### src/rtl/tcam_lookup_arb.sv
// tcam_lookup_arb
//   Shares the single TCAM lookup port among PORT_NUM requesters using a
//   round-robin grant. Each issued lookup pushes its requester index into an
//   in-order tag FIFO, and each TCAM result pops that FIFO to steer the
//   result back to the requester that issued it. The number of lookups in
//   flight is capped at MAX_OUTSTANDING. Issue can optionally be held off
//   while the TCAM is being reconfigured.
//
// Ports
//   i_clk, i_rst          clock, synchronous active-high reset
//   i_req_data/i_req_vld  per-requester key (k at [k*W +: W]) and valid
//   o_req_rdy             one-hot grant, combinational
//   o_look_up_data[_vld]  registered key and strobe to the TCAM
//   i_acl_*               TCAM result (frmtype, fetchinfo, vld)
//   i_tcam_busy           TCAM configuration in progress
//   o_rsp_*               registered result, o_rsp_vld one-hot to its owner
//   o_outstanding         lookups currently in flight
//   o_err_unexp_rsp       one-cycle pulse: result arrived with nothing in flight
module tcam_lookup_arb #(
  parameter int PORT_NUM           = 4,
  parameter int LOOK_UP_DATA_WIDTH = 280,
  parameter int MAX_OUTSTANDING    = 4,
  parameter int BLOCK_ON_BUSY      = 1
) (
  input  logic                                   i_clk,
  input  logic                                   i_rst,
  input  logic [PORT_NUM*LOOK_UP_DATA_WIDTH-1:0] i_req_data,
  input  logic [PORT_NUM-1:0]                    i_req_vld,
  output logic [PORT_NUM-1:0]                    o_req_rdy,
  output logic [LOOK_UP_DATA_WIDTH-1:0]          o_look_up_data,
  output logic                                   o_look_up_data_vld,
  input  logic [7:0]                             i_acl_frmtype,
  input  logic [15:0]                            i_acl_fetchinfo,
  input  logic                                   i_acl_vld,
  input  logic                                   i_tcam_busy,
  output logic [7:0]                             o_rsp_frmtype,
  output logic [15:0]                            o_rsp_fetchinfo,
  output logic [PORT_NUM-1:0]                    o_rsp_vld,
  output logic [$clog2(MAX_OUTSTANDING):0]       o_outstanding,
  output logic                                   o_err_unexp_rsp
);

  localparam int W     = LOOK_UP_DATA_WIDTH;
  localparam int PTR_W = $clog2(PORT_NUM);
  localparam int AW    = $clog2(MAX_OUTSTANDING);
  localparam int CW    = AW + 1;

  // Unpacked view of the requester keys for a clean indexed mux.
  logic [W-1:0] req_key [PORT_NUM];

  genvar gi;
  generate
    for (gi = 0; gi < PORT_NUM; gi++) begin : g_unpack
      assign req_key[gi] = i_req_data[gi*W +: W];
    end
  endgenerate

  logic [PTR_W-1:0]    ptr_q, ptr_d;
  logic [PTR_W-1:0]    tag_mem_q [MAX_OUTSTANDING];
  logic [AW-1:0]       wr_ptr_q, rd_ptr_q;
  logic [CW-1:0]       cnt_q, cnt_d;
  logic [W-1:0]        look_up_data_q;
  logic                look_up_vld_q;
  logic [7:0]          rsp_frmtype_q;
  logic [15:0]         rsp_fetchinfo_q;
  logic [PORT_NUM-1:0] rsp_vld_q, rsp_vld_d;
  logic                err_q;

  logic                can_issue;
  logic                found;
  logic                pop;
  logic [PORT_NUM-1:0] gnt;
  logic [PTR_W-1:0]    gnt_idx;
  logic [PTR_W:0]      scan_idx;

  // Credit check uses the registered count, so a pop frees a slot for the
  // following cycle. No grant while reset is held, otherwise a requester
  // would see its request accepted and then lost.
  assign can_issue = !i_rst
                   && (cnt_q < CW'(MAX_OUTSTANDING))
                   && !((BLOCK_ON_BUSY != 0) && i_tcam_busy);

  // Round-robin scan starting at ptr_q; the index wraps without a modulo so
  // non power-of-two PORT_NUM works.
  always_comb begin
    gnt      = '0;
    gnt_idx  = '0;
    found    = 1'b0;
    scan_idx = '0;
    for (int i = 0; i < PORT_NUM; i++) begin
      scan_idx = {1'b0, ptr_q} + (PTR_W+1)'(i);
      if (scan_idx >= (PTR_W+1)'(PORT_NUM)) begin
        scan_idx = scan_idx - (PTR_W+1)'(PORT_NUM);
      end
      if (can_issue && !found && i_req_vld[scan_idx[PTR_W-1:0]]) begin
        found                        = 1'b1;
        gnt_idx                      = scan_idx[PTR_W-1:0];
        gnt[scan_idx[PTR_W-1:0]]     = 1'b1;
      end
    end
  end

  assign pop   = i_acl_vld && (cnt_q != '0);
  assign ptr_d = (gnt_idx == PTR_W'(PORT_NUM - 1)) ? '0 : gnt_idx + 1'b1;

  always_comb begin
    cnt_d = cnt_q;
    case ({found, pop})
      2'b10:   cnt_d = cnt_q + 1'b1;
      2'b01:   cnt_d = cnt_q - 1'b1;
      default: cnt_d = cnt_q;
    endcase
  end

  assign rsp_vld_d = PORT_NUM'(1) << tag_mem_q[rd_ptr_q];

  // Tag storage needs no reset: entries are only read between push and pop.
  always_ff @(posedge i_clk) begin
    if (found) begin
      tag_mem_q[wr_ptr_q] <= gnt_idx;
    end
  end

  always_ff @(posedge i_clk) begin
    if (i_rst) begin
      ptr_q           <= '0;
      wr_ptr_q        <= '0;
      rd_ptr_q        <= '0;
      cnt_q           <= '0;
      look_up_data_q  <= '0;
      look_up_vld_q   <= 1'b0;
      rsp_frmtype_q   <= '0;
      rsp_fetchinfo_q <= '0;
      rsp_vld_q       <= '0;
      err_q           <= 1'b0;
    end else begin
      cnt_q         <= cnt_d;
      look_up_vld_q <= found;
      rsp_vld_q     <= '0;
      err_q         <= i_acl_vld && (cnt_q == '0);
      if (found) begin
        look_up_data_q <= req_key[gnt_idx];
        wr_ptr_q       <= wr_ptr_q + 1'b1;
        ptr_q          <= ptr_d;
      end
      if (pop) begin
        rd_ptr_q        <= rd_ptr_q + 1'b1;
        rsp_vld_q       <= rsp_vld_d;
        rsp_frmtype_q   <= i_acl_frmtype;
        rsp_fetchinfo_q <= i_acl_fetchinfo;
      end
    end
  end

  assign o_req_rdy          = gnt;
  assign o_look_up_data     = look_up_data_q;
  assign o_look_up_data_vld = look_up_vld_q;
  assign o_rsp_frmtype      = rsp_frmtype_q;
  assign o_rsp_fetchinfo    = rsp_fetchinfo_q;
  assign o_rsp_vld          = rsp_vld_q;
  assign o_outstanding      = cnt_q;
  assign o_err_unexp_rsp    = err_q;

endmodule

### config.mk
export PLATFORM = sky130hd
export DESIGN_NAME = tcam_lookup_arb
export DESIGN_NICKNAME = d
export VERILOG_FILES = /design/src/rtl/tcam_lookup_arb.sv
export SDC_FILE = /design/constraint.sdc
export NUM_CORES = 1
export LEC_CHECK = 0
export BUFFER_PORTS_ARGS = -buffer_cell sky130_fd_sc_hd__clkbuf_2
export CORE_AREA = 3 3 567 569
export DETAILED_ROUTE_END_ITERATION = 8
export DIE_AREA = 0 0 570 572
export SLEW_MARGIN = 20
export SYNTH_ARGS = -nofsm -noshare
export SYNTH_HDL_FRONTEND = slang
export SYNTH_SLANG_ARGS = --single-unit
### constraint.sdc
create_clock -name i_clk -period 4.4 [get_ports i_clk]
set_clock_uncertainty 0.2 [all_clocks]
set_input_delay 0.88 -clock i_clk [delete_from_list [all_inputs] [get_ports i_clk]]
set_output_delay 0.88 -clock i_clk [all_outputs]
set_load 0.005 [all_outputs]
==> reports/metrics.yaml <==
hold_buffers: 0
avgSynthCellArea_sq_um: 9.88
die_area_sq_um: 326000
timing.fmax_mhz: 247
tns_ns: 0
dr_total_vias: 24000
cts.clk_slew.worst_paths_ns: 0.06
hp-class: "primary input to flop"
status: "finished, final reports clean"
grt_pass1_vias: 22500
synthFlopType: "dfxtp_1"
grt_max_degree: 96
routedWlPerCell_microns: 35.6
final_cells: 7611
ioPinCount: 1469
min_period_over_period_pct: 91.9
synth_fp_nets: 2987
startpoint_type: "flop"
antenna_found_initial: 389
criticalPathCategory: "flop to primary output"
viasPerCell: 3.16
synth_top_family_by_area: "multiplexers"
wirelength_mm: 271
firstDrtPassIters: 5
slew_violations: 0
hold_violations: 0
syn_area_sq_um: 18000
cts_num_sinks: 329
netlist_instances: 1824
drc: 0
std_cell_rows: 207
core_sq_um: 317000
seq_area_sq_um: 6670
end_kind: "primary output"
n_fill_cell: 37000
cts.htree.levels: 2
drive_gt1_share_pct: 50.8
synthMuxAreaShare_pct: 32.0
drtIter0Drc: 1885
cts_tree: "yes"
die_h_microns: 572
place.gp.congestion: 1.01
cts_setup_buffers: 0
die_w_microns: 570
synth-edff-count: 8
synthAdderAreaFrac_pct: 0.805
maxCapViolCount: 0
io_buffers: 1468
grt_first_pass_wirelength_mm: 316
clockBufferDepth: 3
setup_violations: 0
power_density_nw_per_um2: 396
fin_nets: 4453
p_leak_nw: 17.1
ys_types: 48
rsz0062_at_grt: "no"
final_common_cell: "clkbuf_2"
synth_seq_cells: 329
synth_xor_area_share_pct: 0.243
ys_seq_area_share_pct: 37.0
cts_buffers: 51
hpwl_mm: 248
synth_simple_gate_area_share_pct: 8.43
crit_fanout: 11
dp_cells: 7417
final_cell_mix: "1468 x clkbuf_2, 566 x mux2i_1, 335 x nand2_1"
clk_latency_ns: 0.71
dpl-instance-area_sq_um: 30800
drtAntennaViolNets: 0
fin_crit_ns: 4.04
design_area_sq_um: 32800
multiInputGateArea_sq_um: 10400
synth_warnings: 0
ys_async_sr_fraction_pct: 0
crit_required_ns: 3.32
initial_core_util_pct: 5.68
grt_usage_pct: 15.8
slew-limit-headroom_pct: 47.0
worst_pin_slew_ns: 0.796
root_buffer: "clkbuf_16"
ir_drop_v: 0.000278
grt_overflow: 0
synth_compound_area_share_pct: 15.8
crit_arrival_ns: 2.96
syn_to_final_growth_pct: 81.9
logic make-up (layout without fill, tap and decap cells):
| group | count (synthesis) | after routing |
|---|---|---|
| AOI/OAI and AO/OA | 338 | 338 |
| xor gates and xnor gates | 5 | 5 |
| adders and majority gates | 11 | 11 |
| buffers and inverters | 184 | 1691 |
| DFF | 329 | 329 |
| muxes | 571 | 571 |
| other | 0 | 100 |
| and+or+nand+nor | 386 | 386 |
worst max-delay path: stages, from the launching register on:
cell and delay (ns):
dfxtp_2 0.43, inv_1 0.08, ha_2 0.47, mux4_2 0.39, a2111oi_0 0.41, buf_4 0.21, a221o_1 0.15, clkbuf_2 0.11
report_power, final:
| part | internal [mW] | total (mW) | switching (mW) |
|---|---|---|---|
| Clock | 2.46 | 4.39 | 1.93 |
| Sequential | 3.63 | 4.04 | 0.413 |
| Combinational | 1.74 | 4.56 | 2.82 |
| Total | 7.84 | 13.0 | 5.16 |
worst paths after layout:
kind	start	to	slack, ns	depth (start not counted)
setup reg to reg	ptr_q[1]	o_look_up_data[103]	0.73	11
hold reg to reg	o_rsp_frmtype[5]	o_rsp_frmtype[5]	0.26	2
hold / removal	i_acl_fetchinfo[8]	o_rsp_fetchinfo[8]	0.18	3
setup / recovery	ptr_q[1]	o_req_rdy[3]	0.36	7
synthesized netlist by cell type (2+ instances only):
cell / number / area share (%)
a21oi_1: 34 / 0.94
a221o_1: 4 / 0.22
a22o_1: 4 / 0.19
and2_1: 2 / 0.069
and3_1: 5 / 0.17
buf_2: 69 / 1.9
buf_4: 9 / 0.37
buf_6: 30 / 1.9
clkbuf_1: 62 / 1.3
dfxtp_1: 321 / 36
edfxtp_1: 8 / 1.3
ha_1: 10 / 0.69
inv_1: 10 / 0.21
inv_2: 3 / 0.062
mux2i_1: 566 / 31
mux4_2: 4 / 0.50
nand2_1: 335 / 7.0
nand3_1: 4 / 0.11
nor2_1: 24 / 0.50
nor3_1: 6 / 0.17
nor3b_1: 2 / 0.083
o21ai_0: 2 / 0.056
o221ai_1: 280 / 14
o311a_1: 2 / 0.11
or3_1: 2 / 0.069
xnor2_1: 2 / 0.097
xor2_1: 3 / 0.15
through the flow:
stage	hold slack [ns]	setup slack, ns	power (mW)	util, %
global route	0.155	0.134	13.6	10.3
floorplan	0.253	0.787	5.74	-
detailed placement	0.247	0.480	8.72	9.72
finish	0.184	0.358	13.0	10.3
CTS	0.0997	0.0528	13.2	10.3
global placement	0.243	0.452	8.69	9.71
state kept, by name, indices dropped and copies added (netlist names), named ones only:
register / count
o_rsp_vld: 4
wr_ptr_q: 2
o_rsp_fetchinfo: 16
tag_mem_q: 8
ptr_q: 2
o_look_up_data_vld: 1
o_rsp_frmtype: 8
o_err_unexp_rsp: 1
o_look_up_data: 280
rd_ptr_q: 2
o_outstanding: 3
repair_timing:
item                                   4_1_cts  5_1_grt
setup endpoints to repair                    0        4
resized for setup                            0        2
endpoints found under the hold margin        0        0
per-layer routing:
layer / part of all wire [%] / global-route usage [%] / vias to the layer above
li1: - / - / 10000
met1: 33 / 15.5 / 11000
met2: 42 / 24.2 / 1909
met3: 17 / 12.5 / 856
met4: 6.2 / 7.52 / 296
met5: 0.74 / 0 / -
area by class of cell:
class / instances / share of cell area (%)
antenna: 100 / 0.763
timing repair buffer: 1584 / 26.0
inverter: 13 / 0.149
clock inverter: 27 / 0.756
tap: 4180 / 16.0
clock buffer: 67 / 4.45
multi-input combinational: 1311 / 31.6
sequential: 329 / 20.3
Power figures use the tool's default switching activity.
